[config.mk]
export PLATFORM = sky130hd
export DESIGN_NAME = sar_search_8b
export DESIGN_NICKNAME = d
export VERILOG_FILES = /design/src/rtl/sar_search_8b_pkg.sv /design/src/rtl/sar_search_8b_trial_gen.sv /design/src/rtl/sar_search_8b.sv
export SDC_FILE = /design/constraint.sdc
export NUM_CORES = 1
export LEC_CHECK = 0
export ABC_CLOCK_PERIOD_IN_PS = 7000
export BUFFER_PORTS_ARGS = -buffer_cell sky130_fd_sc_hd__buf_2
export CORE_MARGIN = 2
export CORE_UTILIZATION = 57
export DETAILED_ROUTE_END_ITERATION = 6
export GPL_TIMING_DRIVEN = 0
export PLACE_DENSITY = 0.75
export SETUP_SLACK_MARGIN = 0.3
export SYNTH_ARGS = -nofsm -noshare
export SYNTH_HDL_FRONTEND = slang
export SYNTH_HIERARCHICAL = 1
export SYNTH_SLANG_ARGS = --single-unit
export TNS_END_PERCENT = 20
[constraint.sdc]
create_clock -name clk -period 7 [get_ports clk]
set_input_delay 0.7 -clock clk [delete_from_list [all_inputs] [get_ports clk]]
set_output_delay 0.7 -clock clk [all_outputs]
set_load 0.01 [all_outputs]
[src/rtl/sar_search_8b_pkg.sv]
// Shared constants and sizing helpers for the successive-approximation search engine.
package sar_search_8b_pkg;

    // FSM state encoding
    localparam logic [1:0] ST_IDLE   = 2'd0;
    localparam logic [1:0] ST_TEST   = 2'd1;
    localparam logic [1:0] ST_FINISH = 2'd2;

    // Default operand width
    localparam int unsigned DEFAULT_W = 8;

    // Width of the bit-index register for a W-bit search (W >= 2)
    function automatic int unsigned idx_width(input int unsigned w);
        return (w > 2) ? $clog2(w) : 1;
    endfunction

    // Width of the comparator wait counter; at least one bit even for a zero-latency comparator
    function automatic int unsigned cnt_width(input int unsigned lat);
        return (lat > 0) ? $clog2(lat + 1) : 1;
    endfunction

endpackage

[src/rtl/sar_search_8b_trial_gen.sv]
// Combinational bit arithmetic for one successive-approximation step:
// folds the sampled compare result into the accumulator and forms the next
// comparator operand (trial value minus one, so a strict '>' compare tests '>=').
module sar_trial_gen
    import sar_search_8b_pkg::*;
#(
    parameter int unsigned W  = DEFAULT_W,
    parameter int unsigned KW = idx_width(DEFAULT_W)
) (
    input  logic [W-1:0]  acc,
    input  logic [KW-1:0] k,
    input  logic          y_sampled,
    output logic [W-1:0]  next_acc_c,
    output logic [W-1:0]  next_cmp_b_c
);

    logic [W-1:0]  trial;
    logic [KW-1:0] k_low;

    // Accept or reject bit k, then build the operand for bit k-1
    always_comb begin
        trial        = '0;
        k_low        = '0;
        next_acc_c   = '0;
        next_cmp_b_c = '0;

        trial      = acc | (W'(1) << k);
        next_acc_c = y_sampled ? trial : acc;

        // At k == 0 the next operand is unused; clamp the index to stay in range
        k_low        = (k != '0) ? (k - KW'(1)) : '0;
        next_cmp_b_c = (next_acc_c | (W'(1) << k_low)) - W'(1);
    end

endmodule

[src/rtl/sar_search_8b.sv]
// Successive-approximation search engine: drives a magnitude comparator's
// b operand and recovers the W-bit target on its a operand in W steps.
// Each step waits CMP_LAT cycles for the comparator before sampling cmp_y.
module sar_search_8b
    import sar_search_8b_pkg::*;
#(
    parameter int unsigned W       = DEFAULT_W,
    parameter int unsigned CMP_LAT = 0
) (
    input  logic         clk,
    input  logic         rst,
    input  logic         start,
    output logic [W-1:0] cmp_b,
    input  logic         cmp_y,
    output logic         busy,
    output logic         done,
    output logic [W-1:0] result
);

    localparam int unsigned KW = idx_width(W);
    localparam int unsigned CW = cnt_width(CMP_LAT);

    // Operand for the first (MSB) trial: 2^(W-1) - 1
    localparam logic [W-1:0] FIRST_B = {1'b0, {(W-1){1'b1}}};

    logic [1:0]    state,    state_nxt;
    logic [W-1:0]  acc,      acc_nxt;
    logic [KW-1:0] k,        k_nxt;
    logic [CW-1:0] wait_cnt, wait_cnt_nxt;
    logic [W-1:0]  cmp_b_nxt;
    logic          busy_nxt;
    logic          done_nxt;
    logic [W-1:0]  result_nxt;

    logic [W-1:0]  gen_acc_c;
    logic [W-1:0]  gen_cmp_b_c;

    // Per-step accumulator update and next operand
    sar_trial_gen #(
        .W  (W),
        .KW (KW)
    ) u_trial_gen (
        .acc          (acc),
        .k            (k),
        .y_sampled    (cmp_y),
        .next_acc_c   (gen_acc_c),
        .next_cmp_b_c (gen_cmp_b_c)
    );

    // State and output registers
    always_ff @(posedge clk or posedge rst) begin
        if (rst) begin
            state    <= ST_IDLE;
            acc      <= '0;
            k        <= KW'(W - 1);
            wait_cnt <= '0;
            cmp_b    <= '0;
            busy     <= 1'b0;
            done     <= 1'b0;
            result   <= '0;
        end else begin
            state    <= state_nxt;
            acc      <= acc_nxt;
            k        <= k_nxt;
            wait_cnt <= wait_cnt_nxt;
            cmp_b    <= cmp_b_nxt;
            busy     <= busy_nxt;
            done     <= done_nxt;
            result   <= result_nxt;
        end
    end

    // Next-state and next-output decode
    always_comb begin
        state_nxt    = state;
        acc_nxt      = acc;
        k_nxt        = k;
        wait_cnt_nxt = wait_cnt;
        cmp_b_nxt    = cmp_b;
        busy_nxt     = busy;
        done_nxt     = 1'b0;
        result_nxt   = result;

        case (state)
            ST_IDLE: begin
                if (start) begin
                    state_nxt    = ST_TEST;
                    acc_nxt      = '0;
                    k_nxt        = KW'(W - 1);
                    wait_cnt_nxt = CW'(CMP_LAT);
                    cmp_b_nxt    = FIRST_B;
                    busy_nxt     = 1'b1;
                end
            end

            ST_TEST: begin
                if (wait_cnt != '0) begin
                    // Comparator still settling; hold the operand
                    wait_cnt_nxt = wait_cnt - CW'(1);
                end else begin
                    acc_nxt = gen_acc_c;
                    if (k != '0) begin
                        k_nxt        = k - KW'(1);
                        wait_cnt_nxt = CW'(CMP_LAT);
                        cmp_b_nxt    = gen_cmp_b_c;
                    end else begin
                        state_nxt  = ST_FINISH;
                        result_nxt = gen_acc_c;
                        done_nxt   = 1'b1;
                        busy_nxt   = 1'b0;
                    end
                end
            end

            ST_FINISH: begin
                // start is ignored here; a request must be seen in IDLE
                state_nxt = ST_IDLE;
            end

            default: begin
                state_nxt = ST_IDLE;
                busy_nxt  = 1'b0;
            end
        endcase
    end

endmodule
==> results of run 1 <==
-- cell usage in the layout, fill, tap and decap left out, types with 2 or more instances in the layout --
cell	Yosys	layout
o32ai_1	7	7
dfrtp_1	28	28
clkbuf_4	0	5
a41o_1	2	2
buf_2	3	23
dfstp_2	3	3
nand2_1	4	4
a22o_1	8	8
a311oi_1	3	3
a21o_1	3	3
inv_1	9	9
xnor2_1	3	3
xor2_1	2	2
buf_6	3	3
nand2b_1	4	4
a31o_2	3	3
nor2_1	24	24
ha_1	3	3
mux2_4	8	8
a21oi_1	7	7
-- logic make-up after synthesis --
family | Yosys count
compound gates | 43
simple gates | 41
flops | 31
buf+inv | 18
mux | 8
xor+xnor | 5
fa+ha+maj | 3
-- worst max-delay path by stage --
stage          cells past startpoint             start                    to  slack (ns)
2_1_floorplan                      9  k[1]$_DFFE_PP1P_  cmp_b[6]$_DFFE_PP0P_        4.63
3_3_place_gp                       9  k[0]$_DFFE_PP1P_  cmp_b[6]$_DFFE_PP0P_        4.44
3_5_place_dp                       9  k[1]$_DFFE_PP1P_  cmp_b[6]$_DFFE_PP0P_        4.34
4_1_cts                            9  k[1]$_DFFE_PP1P_  cmp_b[6]$_DFFE_PP0P_        4.34
5_1_grt                            9  k[1]$_DFFE_PP1P_  cmp_b[6]$_DFFE_PP0P_        4.20
6_report                           9  k[1]$_DFFE_PP1P_  cmp_b[6]$_DFFE_PP0P_        4.30
-- power by group through the flow --
stage | combinational [mW] | sequential [mW] | clock, mW
after global placement | 0.473 | 0.328 | 0
after global routing | 0.538 | 0.345 | 0.159
final | 0.497 | 0.333 | 0.148
after floorplan | 0.360 | 0.340 | 0
after CTS | 0.495 | 0.333 | 0.149
after detailed placement | 0.490 | 0.335 | 0
-- registers in the layout, indices dropped and copies added (netlist names) --
signal  flops
acc         8
state       2
cmp_b       8
k           3
result      8
busy        1
done        1
-- layer usage --
layer | wire [um] | share of wire | vias up | GRT usage
met3 | 112 | 0.032 | 2 | 0.0625
met5 | 0 | 0 | - | 0
met4 | 23 | 0.0065 | 0 | 0.0930
li1 | - | - | 594 | -
met2 | 1830 | 0.52 | 36 | 0.385
met1 | 1580 | 0.45 | 638 | 0.273
-- critical path, cell delays in order (launching register included) --
cell       delay [ns]
dfstp_2          0.65
and2b_1          0.24
a21o_2           0.24
a21oi_1          0.17
ha_1             0.23
o311ai_0         0.20
a2111oi_2        0.39
xnor2_1          0.13
o32ai_1          0.29
nor2_1           0.06
-- cells in the mapped netlist, types with 4 or more instances --
master    instances
a21oi_1           7
a22o_1            8
dfrtp_1          28
inv_1             9
mux2_4            8
nand2_1           4
nand2b_1          4
nor2_1           24
o32ai_1           7
-- area by class of cell --
cell class / instances / area (um^2)
timing repair buffer: 20 / 100
sequential: 31 / 779
clock inverter: 2 / 35.0
tap: 31 / 38.8
clock buffer: 6 / 51.3
buffer: 7 / 56.3
fill: 219 / 880
multi-input combinational: 100 / 771
inverter: 11 / 46.3
==> summary.txt, run 1 <==
Run status
  • Status: finished, final reports clean

Synthesis
  • Mean Syn Cell Area: ~11 um^2
  • Complex-gate fraction of the synthesized area: 0.215
  • Ys flop type: dfrtp_1
  • Area leader, netlist: dfrtp_1
  • Simple-Gate Fraction of Synth Area: 0.129
  • Yosys Warn Count: 6
  • Post-synthesis cell type count: 41
  • Register area share after synthesis: 0.472
  • Synth top area share: 0.424
  • Ranking of synthesized cells by area: dfrtp_1 42%, mux2_4 7.3%, nor2_1 5.5%, dfstp_2 4.8%, a22o_1 4.2%
  • Synth async-reset ratio: 1.00
  • Yosys reg bits: 31
  • XOR/XNOR Fraction of Synth Area: 0.0265
  • Synth Area in Adders: 0.0227
  • Synth Cell Area: roughly 1700 um^2
  • Syn Inst Count: 149
  • Main combinational cell family by area after synthesis: compound AO/OA/AOI/OAI gates
  • Number of synthesized flops with an enable pin: 0
  • Post-synthesis mux area share: 0.0727
  • Post-synth net total: ~160

Flow run
  • # Max-Cap Violations: 0

Timing
  • Final worst slack: ~4.3 ns
  • Worst Tran Pin Value: around 1.1 ns
  • Hold Fails Final Rpt: 0
  • Rel. slew slack: 0.243
  • RSZ-0062 raised after global routing: false
  • Setup Skew: between 0.015 and 0.02 ns
  • FMAX: between 300 and 400 MHz
  • Final setup vio count: 0
  • Period utilization: 0.385
  • Max-slew violations: 0
  • Setup_tns: 0 ns
  • Hold WS: 0.515 ns
  • Fin crit period: roughly 2.7 ns

Drt
  • Starting DRT DRC Count: 62
  • Drc violations: 0
  • Antenna Nets Post-Route: 0
  • Routed len/inst: 17.0 um
  • Via-per-instance ratio: a little over 6
  • DR pass1 iterations: 4
  • Via count: 1270
  • Post-Route WL: between 3 and 4 mm

Global route
  • Largest net degree at the start of global routing: 32
  • Initial antenna violation count: 0
  • Total track usage: 0.227
  • First-pass GRT wire length: roughly 5.7 mm
  • Global route overflow: 0
  • Vias in the first global route: approximately 1300

Power and ir drop
  • Comb pwr share: 0.508
  • Internal power: ~0.59 mW
  • Leakage: 0.945 nW
  • Register share of total power: 0.341
  • NetSw: about 0.39 mW
  • Pwr dens: around 520 nW/um^2
  • VDD IR-drop max: between 0.3 and 0.4 mV
  • Overall Power: 0.979 mW
  • Switching Fraction: 0.396
  • Clk pwr share: 0.151

Critical path
  • Reg-to-Reg End: cmp_b[6]$_DFFE_PP0P_
  • Data arrival time of the critical path: slightly below 3 ns
  • R2R cell count: 9
  • CP startpoint kind: flop
  • Required time of the critical path: between 7 and 8 ns
  • Kind of critical path: flop to flop
  • Worst Path Max Fanout: 11
  • Flop2flop setup slack: approximately 4.3 ns
  • R2R Path Start: k[1]$_DFFE_PP1P_
  • Critical Path End Type: flop

Cells and area
  • Final std cells w/o fill: roughly 210
  • Final nets: around 180
  • Ant diodes: 0
  • Area growth from synthesis to layout: 13.6%
  • Post-route core utilization: 0.681
  • Post-layout instance area: 1880 um^2
  • Share of cells above drive strength 1: 0.333

Placed design
  • Placed instance area: ~1800 um^2
  • Cells after DPL: 200
  • Final RePlAce weighted congestion: ~0.85
  • Pre-CTS setup slack: about 4.3 ns
  • HPWL after detailed placement: 2.43 mm
  • IO Port Bufs: 20

Floorplan
  • DIE HEIGHT: 57.9 um
  • I/O pin count: 22
  • Die Wd: ~58 um
  • Die area: roughly 3300 um^2
  • Initial core utilization: 0.599
  • CORE AREA: between 2000 and 3000 um^2
  • Number of core rows: 19

Worst hold path
  • Hold path start: result[5]$_DFFE_PP0P_
  • HP Class: flop to flop
  • Worst hold path depth: 1
  • Hold Path Sink: result[5]$_DFFE_PP0P_

Clock tree
  • H-Tree Depth: 2
  • Num CTS Buffers: 5
  • Cts hold-fix bufs: 0
  • Number of post-CTS setup repair buffers: 0
  • Maximum root-to-sink buffer count: 2
  • Clock root buffer: clkbuf_4
  • Clock Sinks: 31
  • Clock latency on the worst-skew pair: ~0.33 ns
  • CTS tree: yes
  • CTS resizes: 0
  • Clk pin slew, worst setup/hold paths: between 0.1 and 0.15 ns
Power figures use the tool's default switching activity.
==> run 2: changes to the inputs <==
--- a/config.mk
+++ b/config.mk
@@ -5,13 +5,13 @@
 export SDC_FILE = /design/constraint.sdc
 export NUM_CORES = 1
 export LEC_CHECK = 0
-export ABC_CLOCK_PERIOD_IN_PS = 7000
+export ABC_CLOCK_PERIOD_IN_PS = 2700
 export BUFFER_PORTS_ARGS = -buffer_cell sky130_fd_sc_hd__buf_2
 export CORE_MARGIN = 2
-export CORE_UTILIZATION = 57
+export CORE_UTILIZATION = 56
 export DETAILED_ROUTE_END_ITERATION = 6
 export GPL_TIMING_DRIVEN = 0
-export PLACE_DENSITY = 0.75
+export PLACE_DENSITY = 0.74
 export SETUP_SLACK_MARGIN = 0.3
 export SYNTH_ARGS = -nofsm -noshare
 export SYNTH_HDL_FRONTEND = slang
==> constraint.sdc (replaced) <==
create_clock -name clk -period 2.7 [get_ports clk]
set_input_delay 0.27 -clock clk [delete_from_list [all_inputs] [get_ports clk]]
set_output_delay 0.27 -clock clk [all_outputs]
set_load 0.01 [all_outputs]
==> run 2 against run 1 <==
  * Total power grew to 2.8 times the previous value
  * Critical path depth is the same
  * Sequential cell count did not move
  * Largest power group unchanged
  * Critical endpoint unchanged
==> summary.txt, run 2 (same netlist as run 1, synthesis figures left out) <==
Timing
  • FMAX: 423 MHz (+14%)
  • Worst Tran Pin Value: 1.13 ns (-0.00813 ns)
  • Hold WS: 0.204 ns (-0.310 ns)
  • Period utilization: 0.875 (+0.490)
  • Setup Skew: 0.0109 ns (-0.00894 ns)
  • Fin crit period: 2.36 ns (-0.334 ns)
  • Max-slew violations: 0 (unchanged)
  • RSZ-0062 raised after global routing: true
  • Final setup vio count: 0 (unchanged)
  • Setup_tns: 0 ns (unchanged)
  • Hold Fails Final Rpt: 0 (unchanged)
  • Rel. slew slack: 0.248 (+0.00543)

Clock tree
  • Cts hold-fix bufs: 0 (unchanged)
  • Clock latency on the worst-skew pair: 0.34 ns (about the same)
  • Maximum root-to-sink buffer count: 2 (unchanged)
  • Clock root buffer: clkbuf_4
  • Clock Sinks: 31 (unchanged)
  • Num CTS Buffers: 5 (unchanged)
  • H-Tree Depth: 2 (unchanged)
  • CTS tree: yes
  • Clk pin slew, worst setup/hold paths: 0.10 ns (-0.02 ns)

Drt
  • Starting DRT DRC Count: 56 (-9.7%)
  • Antenna Nets Post-Route: 0 (unchanged)
  • Drc violations: 0 (unchanged)
  • DR pass1 iterations: 4 (unchanged)
  • Via-per-instance ratio: 6.10 (about the same)
  • Post-Route WL: 3.60 mm (+1.8%)
  • Via count: 1300 (+2.4%)
  • Routed len/inst: 16.9 um (-0.58%)

Critical path
  • Flop2flop setup slack: 0.34 ns (-3.97 ns)
  • Kind of critical path: flop to flop
  • Worst Path Max Fanout: 3 (-8)
  • Critical path origin: k[1]$_DFFE_PP1P_
  • Required time of the critical path: 2.92 ns (-4.31 ns)
  • R2R Path Start: k[1]$_DFFE_PP1P_
  • Reg-to-Reg End: cmp_b[6]$_DFFE_PP0P_
  • Data arrival time of the critical path: 2.59 ns (-0.34 ns)
  • CP startpoint kind: flop
  • Critical Path End Type: flop
  • R2R cell count: 9 (unchanged)

Flow run
  • # Max-Cap Violations: 0 (unchanged)

Floorplan
  • DIE HEIGHT: 58.3 um (+0.82%)
  • CORE AREA: 2780 um^2 (+0.86%)
  • Die Wd: 58.3 um (+0.82%)
  • Die area: 3400 um^2 (+1.6%)
  • I/O pin count: 22 (unchanged)
  • Initial core utilization: 0.594 (-0.00512)
  • Number of core rows: 19 (unchanged)

Global route
  • Largest net degree at the start of global routing: 32 (unchanged)
  • Vias in the first global route: 1282 (+1.7%)
  • Total track usage: 0.226 (-0.000767)
  • Initial antenna violation count: 0 (unchanged)
  • Global route overflow: 0 (unchanged)
  • First-pass GRT wire length: 5.69 mm (+0.12%)

Cells and area
  • Share of cells above drive strength 1: 0.368 (+0.0348)
  • Largest registers: acc: 8 flops, cmp_b: 8 flops, result: 8 flops
  • Ant diodes: 0 (unchanged)
  • Final nets: 188 (+2.7%)
  • Most frequent cells in the layout: 28 x dfrtp_1, 24 x nor2_1, 23 x buf_2
  • Area growth from synthesis to layout: 19.2%
  • Commonest non-fill, non-tap cell in the layout: dfrtp_1

Worst hold path
  • HP Class: input pin to async pin

Power and ir drop
  • Leakage: 0.971 nW (+2.7%)
  • Pwr dens: 1380 nW/um^2 (+170%)
  • VDD IR-drop max: 0.917 mV (+160%)

Placed design
  • IO Port Bufs: 20 (unchanged)
  • HPWL after detailed placement: 2.47 mm (+1.4%)
  • Final RePlAce weighted congestion: 0.874 (+2.5%)

Run status
  • Status: finished, final reports clean
[run 2: power by group]
| group | total [mW] | internal (mW) | leakage (nW) | switching (mW) |
|---|---|---|---|---|
| sequential | 0.839 | 0.677 | 0.377 | 0.163 |
| clock | 0.357 | 0.196 | 0.0395 | 0.161 |
| combinational | 1.53 | 0.766 | 0.554 | 0.759 |
[run 2: layout make-up]
type	count	area, um^2
multi-input cells	100	836
fillers	203	812
flip-flops and latches	31	779
repair buffers	25	138
plain buffers	7	56.3
inverters	11	46.3
clock buffers	7	45.0
well taps	31	38.8
clock inverters	1	30.0
[run 2: per-layer routing]
metal	vias to the layer above	global-route usage	wire length, um
li1	603	-	-
met1	646	0.268	1520
met2	44	0.384	1820
met3	7	0.0549	210
met4	0	0.113	55
met5	-	0	0
[run 2: critical path, cell delays in order, from the launching register on]
cell and delay, ns:
dfstp_2 0.54, and2b_2 0.24, a21o_4 0.23, a21oi_4 0.14
ha_4 0.17, o311ai_4 0.12, a2111oi_4 0.35, xnor2_1 0.11
o32ai_1 0.28, nor2_1 0.07
[run 2: worst max-delay path by stage]
stage          slack (ns)                    to  depth (start not counted)
5_1_grt              0.29  cmp_b[6]$_DFFE_PP0P_                          9
6_report             0.34  cmp_b[6]$_DFFE_PP0P_                          9
4_1_cts              0.30  cmp_b[6]$_DFFE_PP0P_                          9
3_5_place_dp       -0.002  cmp_b[6]$_DFFE_PP0P_                          9
2_1_floorplan        0.33  cmp_b[6]$_DFFE_PP0P_                          9
3_3_place_gp         0.14  cmp_b[6]$_DFFE_PP0P_                          9
[run 2: per-stage QoR]
| step | cells | util | power, mW | setup slack, ns | instance area, um^2 |
|---|---|---|---|---|---|
| after global placement | 200 | 0.644 | 2.08 | 0.141 | 1790 |
| after CTS | 210 | 0.677 | 2.54 | 0.302 | 1880 |
| after global routing | 213 | 0.708 | 2.89 | 0.286 | 1970 |
| after floorplan | 149 | - | 1.81 | 0.325 | 1650 |
| final | 213 | 0.708 | 2.72 | 0.337 | 1970 |
| after detailed placement | 200 | 0.644 | 2.15 | -0.00230 | 1790 |
[run 2: timing repair]
item / in CTS / in global routing
resized for setup: 2 / 9
pin swaps: 2 / 5
hold endpoints to repair: 0 / 0
endpoints found under the setup margin: 1 / 1
buffers inserted: 2 / 3
